File: src/rtl/trng_source.sv
// trng_source: Von Neumann-debiased entropy packer feeding a word FIFO and a req/valid responder.
// Build macro TRNG_HEALTH_EN adds a sticky repetition-count health test that flushes and locks the source.
module trng_source #(
  parameter int unsigned TRNG_WIDTH = 4,
  parameter int unsigned FIFO_DEPTH = 4,
  parameter int unsigned RCT_LIMIT  = 32
) (
  input  logic                        clk,
  input  logic                        resetn,
  input  logic                        raw_bit,
  input  logic                        raw_valid,
  input  logic                        trng_req,
  output logic [TRNG_WIDTH-1:0]       trng_word,
  output logic                        trng_valid,
  output logic [$clog2(FIFO_DEPTH):0] fifo_level,
  output logic                        health_fail
);

  localparam int unsigned W  = TRNG_WIDTH;
  localparam int unsigned SW = TRNG_WIDTH - 1;
  localparam int unsigned CW = $clog2(TRNG_WIDTH);
  localparam int unsigned AW = $clog2(FIFO_DEPTH);
  localparam int unsigned PW = AW + 1;

  typedef enum logic {
    PAIR_EMPTY,
    PAIR_HAVE_FIRST
  } pair_e;

  pair_e           pair_q;
  logic            first_q;
  logic [SW-1:0]   sh_q, sh_d;
  logic [CW-1:0]   cnt_q, cnt_d;
  logic [PW-1:0]   wr_ptr_q, wr_ptr_d;
  logic [PW-1:0]   rd_ptr_q, rd_ptr_d;
  logic [PW-1:0]   level_q, level_d;
  logic            valid_q, valid_d;
  logic [W-1:0]    word_q, word_d;
  logic [W-1:0]    mem [FIFO_DEPTH];

  logic            bit_vld_c;
  logic            last_bit_c;
  logic [W-1:0]    word_c;
  logic            empty_c;
  logic            full_c;
  logic            push_c;
  logic            wr_en_c;
  logic            pop_c;
  logic            flush_c;
  logic            block_c;

  // Only unequal raw pairs yield a bit, and the yielded bit is the first of the pair.
  assign bit_vld_c  = raw_valid && (pair_q == PAIR_HAVE_FIRST) && (first_q != raw_bit);
  assign last_bit_c = (cnt_q == CW'(W - 1));
  assign word_c     = {sh_q, first_q};

  assign empty_c = (wr_ptr_q == rd_ptr_q);
  assign full_c  = ((wr_ptr_q ^ rd_ptr_q) == PW'(FIFO_DEPTH));
  assign push_c  = bit_vld_c && last_bit_c && !block_c;
  assign wr_en_c = push_c && !full_c;
  assign pop_c   = trng_req && !valid_q && !empty_c && !block_c;

`ifdef TRNG_HEALTH_EN
  localparam int unsigned RW = $clog2(RCT_LIMIT + 1);

  logic [RW-1:0] rct_cnt_q, rct_cnt_d;
  logic          rct_bit_q;
  logic          fail_q;
  logic          trip_c;

  // Run length of identical raw samples, saturating at the limit.
  always_comb begin
    rct_cnt_d = rct_cnt_q;
    if (raw_valid) begin
      if ((rct_cnt_q == '0) || (raw_bit != rct_bit_q)) begin
        rct_cnt_d = RW'(1);
      end else if (rct_cnt_q < RW'(RCT_LIMIT)) begin
        rct_cnt_d = RW'(rct_cnt_q + RW'(1));
      end
    end
  end

  assign trip_c = raw_valid && !fail_q && (rct_cnt_d == RW'(RCT_LIMIT));

  always_ff @(posedge clk or negedge resetn) begin
    if (!resetn) begin
      rct_cnt_q <= '0;
      rct_bit_q <= 1'b0;
      fail_q    <= 1'b0;
    end else begin
      rct_cnt_q <= rct_cnt_d;
      if (raw_valid) rct_bit_q <= raw_bit;
      if (trip_c) fail_q <= 1'b1;
    end
  end

  assign flush_c     = trip_c;
  assign block_c     = trip_c | fail_q;
  assign health_fail = fail_q;
`else
  logic unused_rct;
  assign unused_rct  = ^32'(RCT_LIMIT);
  assign flush_c     = 1'b0;
  assign block_c     = 1'b0;
  assign health_fail = 1'b0;
`endif

  // Debias pair tracker.
  always_ff @(posedge clk or negedge resetn) begin
    if (!resetn) begin
      pair_q  <= PAIR_EMPTY;
      first_q <= 1'b0;
    end else if (flush_c) begin
      pair_q  <= PAIR_EMPTY;
    end else if (raw_valid) begin
      case (pair_q)
        PAIR_EMPTY: begin
          first_q <= raw_bit;
          pair_q  <= PAIR_HAVE_FIRST;
        end
        default: pair_q <= PAIR_EMPTY;
      endcase
    end
  end

  always_comb begin
    cnt_d    = cnt_q;
    sh_d     = sh_q;
    wr_ptr_d = wr_ptr_q;
    rd_ptr_d = rd_ptr_q;
    level_d  = level_q;
    valid_d  = 1'b0;
    word_d   = word_q;
    if (bit_vld_c) begin
      sh_d  = SW'({sh_q, first_q});
      cnt_d = last_bit_c ? '0 : CW'(cnt_q + CW'(1));
    end
    if (wr_en_c) begin
      wr_ptr_d = PW'(wr_ptr_q + PW'(1));
    end
    // A pulse is never followed directly by another, so valid_q gates the pop.
    if (pop_c) begin
      rd_ptr_d = PW'(rd_ptr_q + PW'(1));
      valid_d  = 1'b1;
      word_d   = mem[rd_ptr_q[AW-1:0]];
    end
    case ({wr_en_c, pop_c})
      2'b10:   level_d = PW'(level_q + PW'(1));
      2'b01:   level_d = PW'(level_q - PW'(1));
      default: level_d = level_q;
    endcase
    if (flush_c) begin
      cnt_d    = '0;
      wr_ptr_d = '0;
      rd_ptr_d = '0;
      level_d  = '0;
    end
  end

  always_ff @(posedge clk or negedge resetn) begin
    if (!resetn) begin
      sh_q     <= '0;
      cnt_q    <= '0;
      wr_ptr_q <= '0;
      rd_ptr_q <= '0;
      level_q  <= '0;
      valid_q  <= 1'b0;
      word_q   <= '0;
    end else begin
      sh_q     <= sh_d;
      cnt_q    <= cnt_d;
      wr_ptr_q <= wr_ptr_d;
      rd_ptr_q <= rd_ptr_d;
      level_q  <= level_d;
      valid_q  <= valid_d;
      word_q   <= word_d;
    end
  end

  // Word storage carries no reset; contents are only read behind a valid write.
  always_ff @(posedge clk) begin
    if (wr_en_c) mem[wr_ptr_q[AW-1:0]] <= word_c;
  end

  assign trng_word  = word_q;
  assign trng_valid = valid_q;
  assign fifo_level = level_q;

endmodule

File: config.mk
export PLATFORM = sky130hd
export DESIGN_NAME = trng_source
export DESIGN_NICKNAME = d
export VERILOG_FILES = /design/src/rtl/trng_source.sv
export SDC_FILE = /design/constraint.sdc
export NUM_CORES = 1
export LEC_CHECK = 0
export ABC_AREA = 1
export BUFFER_PORTS_ARGS = -buffer_cell sky130_fd_sc_hd__buf_4
export CAP_MARGIN = 0
export CORE_ASPECT_RATIO = 0.75
export CORE_MARGIN = 2
export CORE_UTILIZATION = 23
export CTS_CLUSTER_DIAMETER = 50
export CTS_CLUSTER_SIZE = 40
export DETAILED_ROUTE_END_ITERATION = 16
export PLACE_DENSITY = 0.44
export SLEW_MARGIN = 5
export SYNTH_ARGS = -nofsm -noshare
export SYNTH_HDL_FRONTEND = slang
export SYNTH_SLANG_ARGS = --single-unit
File: constraint.sdc
create_clock -name clk -period 2.3 [get_ports clk]
set_input_delay 0.23 -clock clk [delete_from_list [all_inputs] [get_ports clk]]
set_output_delay 0.23 -clock clk [all_outputs]
set_load 0.02 [all_outputs]
==> results of run 1 <==
-- cell usage after synthesis (all sizes together) --
cell type and number:
a31oi 1, a21oi 3, o21ai 6, xor2 3
or2 1, edfxtp 16, xnor2 2, ha 7
nand2 62, buf 3, conb 1, nand3 21
dfrtp 21, inv 38, nor2 7, fa 1
-- critical path: cells and delay by family (launching register included) --
kind                     cells  cell delay [ns]
adder cells (fa/ha/maj)      2             0.51
buffers and inverters        3             0.30
AND/OR/NAND/NOR              4             0.38
flip-flops                   1             0.41
XOR/XNOR                     1             0.14
AO/OA/AOI/OAI                2             0.25
-- logic make-up after synthesis --
group                    after synthesis
XOR/XNOR                               5
buffers and inverters                 41
flip-flops                            37
other                                  1
adder cells (fa/ha/maj)                8
AO/OA/AOI/OAI                         10
AND/OR/NAND/NOR                       91
-- metal layers --
layer / vias to the layer above / part of all wire
met5: - / 0
met3: 2 / 0.038
met1: 546 / 0.56
met4: 0 / 0.0048
met2: 18 / 0.40
li1: 638 / -
-- area by class of cell --
| cell class | count | area, um2 | area share |
|---|---|---|---|
| Clock buffer | 8 | 90.09 | 0.04223 |
| Inverter | 38 | 142.6 | 0.06686 |
| Multi-Input combinational cell | 115 | 629.4 | 0.2950 |
| Sequential cell | 37 | 1007 | 0.4721 |
| Tap cell | 101 | 126.4 | 0.05924 |
| Timing Repair Buffer | 18 | 137.6 | 0.06452 |
-- metrics by stage --
stage | instance area, um2 | setup slack [ns] | utilization
finish | 2133 | 0.1996 | 0.2857
global route | 2133 | 0.002106 | 0.2857
CTS | 2125 | 0.1275 | 0.2846
detailed placement | 2024 | 0.1572 | 0.2712
global placement | 2024 | 0.1611 | 0.2712
floorplan | 1802 | 0.2191 | -
-- state kept, by name (all words and copies together) (netlist names) --
signal / cells
wr_ptr_q: 3
rd_ptr_q: 3
fifo_level: 3
first_q: 1
trng_valid: 1
sh_q: 3
cnt_q: 2
trng_word: 4
pair_q: 1
mem: 16
-- final timing paths --
kind,start,endpoint,slack (ns),cells after the start
max,wr_ptr_q[0],fifo_level[2],0.20,12
min,raw_valid,pair_q,0.15,2
max reg2reg,wr_ptr_q[0],fifo_level[2],0.20,12
min reg2reg,trng_word[1],trng_word[1],0.48,2
max in group asynchronous,resetn,rd_ptr_q[1],1.69,2
min in group asynchronous,resetn,cnt_q[0],0.37,2
-- where the power goes --
part           internal (mW)  leakage (nW)  total, mW  switching, mW
combinational          0.431         0.598       1.07          0.638
sequential             0.914         0.402       1.10          0.191
clock                  0.244        0.0455      0.463          0.219
-- timing repair --
item	4_1_cts	5_1_grt
endpoints found under the setup margin	0	1
hold buffers	1	0
hold endpoints to repair	21	0
setup buffers	0	1
resized for setup	0	2
==> results_dict.tcl, run 1 <==
set metrics [dict create \
    avgViaCountPerCell 3.798 \
    area_growth_pct 18.40 \
    met2_usage 0.1308 \
    numCtsBuffers 5 \
    track_usage 0.08986 \
    final_cell_mix "nand2_1 (56), inv_1 (35), dfrtp_1 (20)" \
    gr-max-usage-layer "met2" \
    ir_worst_vdd_v 0.0003726 \
    vias 1204 \
    synth_fa_ha_area_frac 0.05972 \
    ant_nets 0 \
    fin_crit_ns 2.100 \
    gr-usage-met3 0.02922 \
    fin_cells 317 \
    netlist_instances 193 \
    timing.final.crit_share 0.9132 \
    avgSynthCellArea_um2 9.335 \
    ios 14 \
    fillers 783 \
    leakage_nw 1.045 \
    yosys.cell_types.count 23 \
    cts_tree "yes" \
    synth_compound_area_frac 0.02847 \
    path_clk_slew_ns 0.07 \
    htreeDepth 2 \
    setup_tns_ns 0 \
    die_area_um2 8565 \
    finalHoldViolCount 0 \
    hpwl_um 2502 \
    critPathSlowestCell "dfrtp_1" \
    seq_area_frac_synth 0.5583 \
    globalplace.congestion 0.7639 \
    synth_mux_area_frac 0 \
    hp-class "in -> reg" \
    grt_pass1_wl_um 5975 \
    total_power_mw 2.637 \
    status "complete, no violations" \
    crit_top_cell "nand2_2" \
    synth_area_um2 1802 \
    synth_top_family_by_area "simple AND/OR/NAND/NOR gates" \
    wl_um 3343 \
    die-height_um 80.65 \
    grt_pass1_vias 1224 \
    clock_path_buffers 2 \
    drt_first_pass_iters 4 \
    cp-start-kind "register" \
    synth.area.top_cells "dfrtp_1 (29%), edfxtp_1 (27%), nand2_1 (12%)" \
    core_area_um2 7466 \
    critPathKind "reg -> reg" \
    clock_sinks 37 \
    yosysWarningCount 0 \
    final_common_cell "nand2_1" \
    clockRootBuffer "clkbuf_8" \
    cp_max_fo 8 \
    critPathRequiredTime_ns 2.47 \
    layout-drive-gt1-share 0.1713 \
    fmax_ghz 0.4761 \
    start_util 0.2413 \
    drv_slew 0 \
    setup_violations 0 \
    drt_iter0_drc 53 \
    nNetsFinal 228 \
    fin_skew_ns 0.006245 \
    n_antenna_cell 0 \
    die_x_um 106.2 \
    dp.cells 307 \
    cp_cell_sequence "buf_4, nand2_2, nand2_2, nand3_4, nand2_4, inv_2, ha_1, inv_1, fa_1, a21oi_1, o21ai_0, xnor2_1" \
    insertion_delay_ns 0.28 \
    worst_setup_path_end_kind "register" \
    grt_max_degree 22 \
    synth_top_area_frac 0.2917 \
    synth_top_cell_by_area "dfrtp_1" \
    synth_xor_area_frac 0.02431 \
    detail_route.wl_per_cell_um 10.55 \
    synthSimpleGateAreaFrac 0.2347 \
    slowest_delay_ns 0.41 \
    grtUsageMet1 0.1288 \
    antenna_found_initial 0 \
    hold_ws_ns 0.1451 \
    ys_ff_latch 37 \
    cp.arrival_ns 2.27 \
    rows 27 \
    grt_overflow 0 \
    rsz0062_at_grt "no" \
    portBuffers 12 \
    power_density_nw_per_um2 1236 \
    drv_cap 0 \
    syn_nets 206 \
    drc 0 \
]
No activity file was read; power rests on OpenSTA's default activity.
==> run 2: changes to the inputs <==
- ABC_AREA: 1 -> not set
- REMOVE_ABC_BUFFERS: not set -> 1
==> run 2 against run 1 <==
Compared with the run above: worst hold slack lost 0.0050 ns; register-to-register slack got worse by 0.05 ns; core utilization rose by 0.22 points; non-clock buffer count rose by 2; fmax is 2.2% lower; wire length down 18%; critical path depth fell by 3; synthesized cell count shrank 49%; via count fell by 33%; clock-buffer cell count fell by 2; clock power decreased by 8.0%; flip-flop and latch count unchanged.
==> results_dict.tcl, run 2 <==
set metrics [dict create \
    status "complete, no violations" \
    n_antenna_cell 0 \
    core_area_um2 6832 \
    critPathKind "reg -> reg" \
    insertion_delay_ns 0.28 \
    power_density_nw_per_um2 1340 \
    cp.arrival_ns 2.36 \
    die_area_um2 7745 \
    setup_tns_ns 0 \
    total_power_mw 2.636 \
    avgViaCountPerCell 3.893 \
    leakage_nw 0.8203 \
    fin_area_um2 1967 \
    grt_pass1_wl_um 4657 \
    yosysWarningCount 0 \
    yosys.cell_types.count 23 \
    cp-startpoint "wr_ptr_q[1]" \
    clock_path_buffers 2 \
    ys.flop_type "dfrtp_1" \
    drv_cap 0 \
    rows 26 \
    path_clk_slew_ns 0.07 \
    start_util 0.2374 \
    cp_max_fo 5 \
    hpwl_um 2051 \
    drt_first_pass_iters 3 \
    wl_um 2731 \
    finalHoldViolCount 0 \
    final_cell_mix "dfrtp_1 (19), buf_4 (19), edfxtp_1 (16)" \
    fin_crit_ns 2.149 \
    hold_start "raw_valid" \
    drv_slew 0 \
    die_x_um 101.0 \
    synth.area.top_cells "dfrtp_1 (32%), edfxtp_1 (30%), mux2_2 (8.3%)" \
    htreeDepth 2 \
    antenna_found_initial 0 \
    fillers 695 \
    nNetsFinal 134 \
    clock_sinks 37 \
    synth_top_cell_by_area "dfrtp_1" \
    seq_area_frac_synth 0.6204 \
    clockRootBuffer "clkbuf_8" \
    ant_nets 0 \
    setup_violations 0 \
    fin_skew_ns 0.008839 \
    avgSynthCellArea_um2 16.55 \
    timing.final.crit_share 0.9342 \
    detail_route.wl_per_cell_um 13.26 \
    layout-drive-gt1-share 0.3607 \
    critPathRequiredTime_ns 2.51 \
    synth.most_common_cell "dfrtp_1" \
    vias 802 \
    grt_max_degree 22 \
    area_growth_pct 21.30 \
    ir_worst_vdd_v 0.0003138 \
    synth_edf_count 16 \
    ys_ff_latch 37 \
    fmax_ghz 0.4654 \
    dp.cells 196 \
    portBuffers 12 \
    worst_setup_path_end_kind "register" \
    cp-start-kind "register" \
    synth_area_um2 1622 \
    largest_reg_flops 16 \
    r2r_start "wr_ptr_q[1]" \
    synth_top_area_frac 0.3241 \
    die-height_um 76.72 \
    fin_cells 206 \
    numCtsBuffers 5 \
    grt_overflow 0 \
    netlist_instances 98 \
    globalplace.congestion 0.7047 \
    drt_iter0_drc 21 \
    track_usage 0.08141 \
    synthArstFlopShare 0.5676 \
    hp-class "in -> reg" \
    hold_ws_ns 0.1401 \
    ios 14 \
    synth_common_cells "dfrtp_1 (21), edfxtp_1 (16), mux2_2 (12)" \
    cts_tree "yes" \
    drc 0 \
    place_area_um2 1838 \
    grt_pass1_vias 890 \
]
-- run 2: what timing repair did --
| item | CTS | global route |
|---|---|---|
| gates resized for setup | 0 | 5 |
| setup endpoints to repair | 0 | 1 |
| buffers inserted | 0 | 1 |
| hold endpoints to repair | 21 | 0 |
| hold buffers | 1 | 0 |
-- run 2: path summary, 6_finish.rpt --
path,to,slack (ns),depth (start not counted)
min in group asynchronous,cnt_q[1],0.37,2
hold reg to reg,fifo_level[2],0.48,1
max in group asynchronous,wr_ptr_q[1],1.69,2
setup reg to reg,fifo_level[2],0.15,9
hold / removal,pair_q,0.14,2
setup / recovery,fifo_level[2],0.15,9
-- run 2: through the flow --
step | worst slack (ns) | util
after floorplan | 0.02639 | -
after global placement | 0.1548 | 0.2690
after detailed placement | 0.06174 | 0.2690
after CTS | 0.04678 | 0.2826
after global routing | -0.01038 | 0.2879
final | 0.1514 | 0.2879
-- run 2: kinds of logic (layout without fill, tap and decap cells) --
kind of cell,after synthesis,after routing,synth area share
muxes,17,17,0.1543
and+or+nand+nor,11,11,0.04013
AOI/OAI and AO/OA,1,1,0.01621
xor gates and xnor gates,12,12,0.06945
DFF,37,37,0.6204
other,1,1,0.002313
buffers and inverters,11,35,0.03086
adders and majority gates,8,8,0.06636
-- run 2: critical path, stage by stage, from the launching register on --
cell	delay (ns)
dfrtp_2	0.45
xnor2_2	0.16
buf_4	0.14
a311oi_4	0.26
ha_1	0.22
inv_1	0.06
fa_1	0.37
xor2_1	0.15
nor2_1	0.12
xor2_1	0.15
-- run 2: layout make-up --
type,count,area [um2],area share
multi-input cells,50,591.8,0.3009
flip-flops and latches,37,1008,0.5127
clock inverters,2,10.01,0.005089
well taps,84,105.1,0.05344
repair buffers,20,152.6,0.07761
inverters,7,26.28,0.01336
clock buffers,6,72.57,0.03690
-- run 2: power breakdown --
group / internal [mW] / total (mW) / switching, mW
Clock: 0.210 / 0.426 / 0.217
Sequential: 0.939 / 1.14 / 0.198
Combinational: 0.587 / 1.07 / 0.486
Total: 1.74 / 2.64 / 0.901
-- run 2: metal layers --
layer  track usage  vias up  wire [um]
met5             0        -          0
met4       0.04054        0         36
met3       0.03464        4        124
met2        0.1140       12       1213
met1        0.1071      396       1357
li1              -      390          -
==> run 3: changes to the inputs <==
- BUFFER_PORTS_ARGS: -buffer_cell sky130_fd_sc_hd__buf_4 -> not set
- CORE_ASPECT_RATIO: 0.75 -> 0.7
- DONT_BUFFER_PORTS: not set -> 1
- PLACE_DENSITY: 0.44 -> 0.42
- RECOVER_POWER: not set -> 50
==> run 3 against run 2 <==
Compared with the run above: wire length is 9.1% higher; clock skew shrank 0.0023 ns; sequential power grew 7%; cell count shrank 1.5%; non-clock buffer count shrank 13; critical path depth is 1 higher.
==> results_dict.tcl, run 3 (same netlist as run 2, synthesis figures left out) <==
set metrics [dict create \
    status "complete, no violations" \
    drv_cap 0 \
    cp-startpoint "wr_ptr_q[2]" \
    core_area_um2 6788 \
    drt_iter0_drc 16 \
    leakage_nw 0.7562 \
    clock_sinks 37 \
    setup_violations 0 \
    hp-class "in -> reg" \
    insertion_delay_ns 0.29 \
    numCtsBuffers 5 \
    power_density_nw_per_um2 1374 \
    drv_slew 0 \
    cp-endpoint "fifo_level[2]" \
    die-height_um 74.25 \
    drt_first_pass_iters 4 \
    fin_skew_ns 0.006523 \
    fmax_ghz 0.4586 \
    track_usage 0.08465 \
    ios 14 \
    cp-start-kind "register" \
    finalHoldViolCount 0 \
    clock_path_buffers 2 \
    ir_worst_vdd_v 0.0003333 \
    final_cell_mix "dfrtp_1 (21), edfxtp_1 (16), mux2_2 (12)" \
    rsz0062_at_grt "no" \
    fin_cells 203 \
    portBuffers 0 \
    post_cts_buffers 0 \
    maxSlewHeadroom 0.3239 \
    die_area_um2 7749 \
    start_util 0.2389 \
    grt_max_degree 22 \
    layout-drive-gt1-share 0.2385 \
    cp_max_fo 2 \
    globalplace.congestion 0.7147 \
    largest_reg_flops 16 \
    critPathRequiredTime_ns 2.52 \
    r2r_start "wr_ptr_q[2]" \
    grt_pass1_vias 865 \
    fin_area_um2 1878 \
    htreeDepth 2 \
    vias 780 \
    ant_nets 0 \
    cts_tree "yes" \
    die_x_um 104.4 \
    detail_route.wl_per_cell_um 14.67 \
    path_clk_slew_ns 0.08 \
    setup_tns_ns 0 \
    grt_pass1_wl_um 4767 \
    avgViaCountPerCell 3.842 \
    total_power_mw 2.580 \
    timing.final.crit_share 0.9481 \
    wl_um 2979 \
    cp.arrival_ns 2.40 \
    tightest_slew_ns 1.011 \
    grt_overflow 0 \
    area_growth_pct 15.82 \
    place_area_um2 1760 \
    critPathKind "reg -> reg" \
    dp.cells 194 \
    hpwl_um 2108 \
    clockRootBuffer "clkbuf_8" \
    final_common_cell "dfrtp_1" \
    worst_r2r_endpoint "fifo_level[2]" \
    n_antenna_cell 0 \
    nNetsFinal 121 \
    utilization 0.2767 \
    rr_worst_depth 10 \
    r2r_slack_ns 0.12 \
    worst_setup_path_end_kind "register" \
    drc 0 \
    rows 25 \
    antenna_found_initial 0 \
    fin_crit_ns 2.181 \
]
-- run 3: cell count changes in the layout (fill, tap and decap cells not counted), sizes merged --
| cell | previous run | this run |
|---|---|---|
| buf | 19 | 4 |
| bufinv | 0 | 1 |
| clkinv | 2 | 1 |
| clkbuf | 6 | 8 |
-- run 3: worst max-delay path, cell delays in order (launching register included) --
cell	delay [ns]
dfrtp_1	0.41
xnor2_1	0.22
nand3b_1	0.22
and3_1	0.20
inv_1	0.06
ha_1	0.17
inv_1	0.06
fa_1	0.37
xor2_1	0.15
nor2_1	0.11
xor2_1	0.14
-- run 3: area by class of cell --
cell class	instances	area (um2)
multi-input cells	50	573.1
clock buffers	6	72.57
repair buffers	7	47.55
fillers	703	4910
well taps	94	117.6
flip-flops and latches	37	1006
inverters	7	26.28
clock inverters	2	35.03
-- run 3: per-stage QoR --
stage / worst slack, ns / hold slack [ns]
floorplan: 0.02639 / -0.06559
global placement: 0.1554 / -0.06504
detailed placement: 0.09274 / -0.06486
CTS: 0.07058 / 0.02140
global route: 0.007980 / 0.01151
finish: 0.1194 / 0.02851
-- run 3: repair_timing --
item                                   in CTS  in global routing
hold buffers                                1                  0
endpoints found under the hold margin      21                  0
gates resized for setup                     0                  1
setup endpoints to repair                   0                  1
-- run 3: worst min-delay path by stage --
stage,startpoint,cells past startpoint,slack (ns),to
finish,raw_valid,1,0.03,pair_q
global placement,resetn,0,-0.07,wr_ptr_q[2]
global route,raw_valid,1,0.01,pair_q
CTS,raw_valid,1,0.02,pair_q
floorplan,resetn,0,-0.07,cnt_q[0]
detailed placement,resetn,0,-0.06,wr_ptr_q[2]
-- run 3: power breakdown --
group / switching (mW) / total (mW) / internal [mW]
combinational: 0.373 / 0.806 / 0.433
clock: 0.233 / 0.555 / 0.322
sequential: 0.283 / 1.22 / 0.935
-- run 3: routing by layer --
layer  vias to the layer above  GRT usage  wire length [um]
li1                        360          -                 -
met2                        10     0.1235              1298
met4                         0    0.03153                22
met1                       406     0.1147              1528
met5                         -          0                 0
met3                         4    0.03330               130
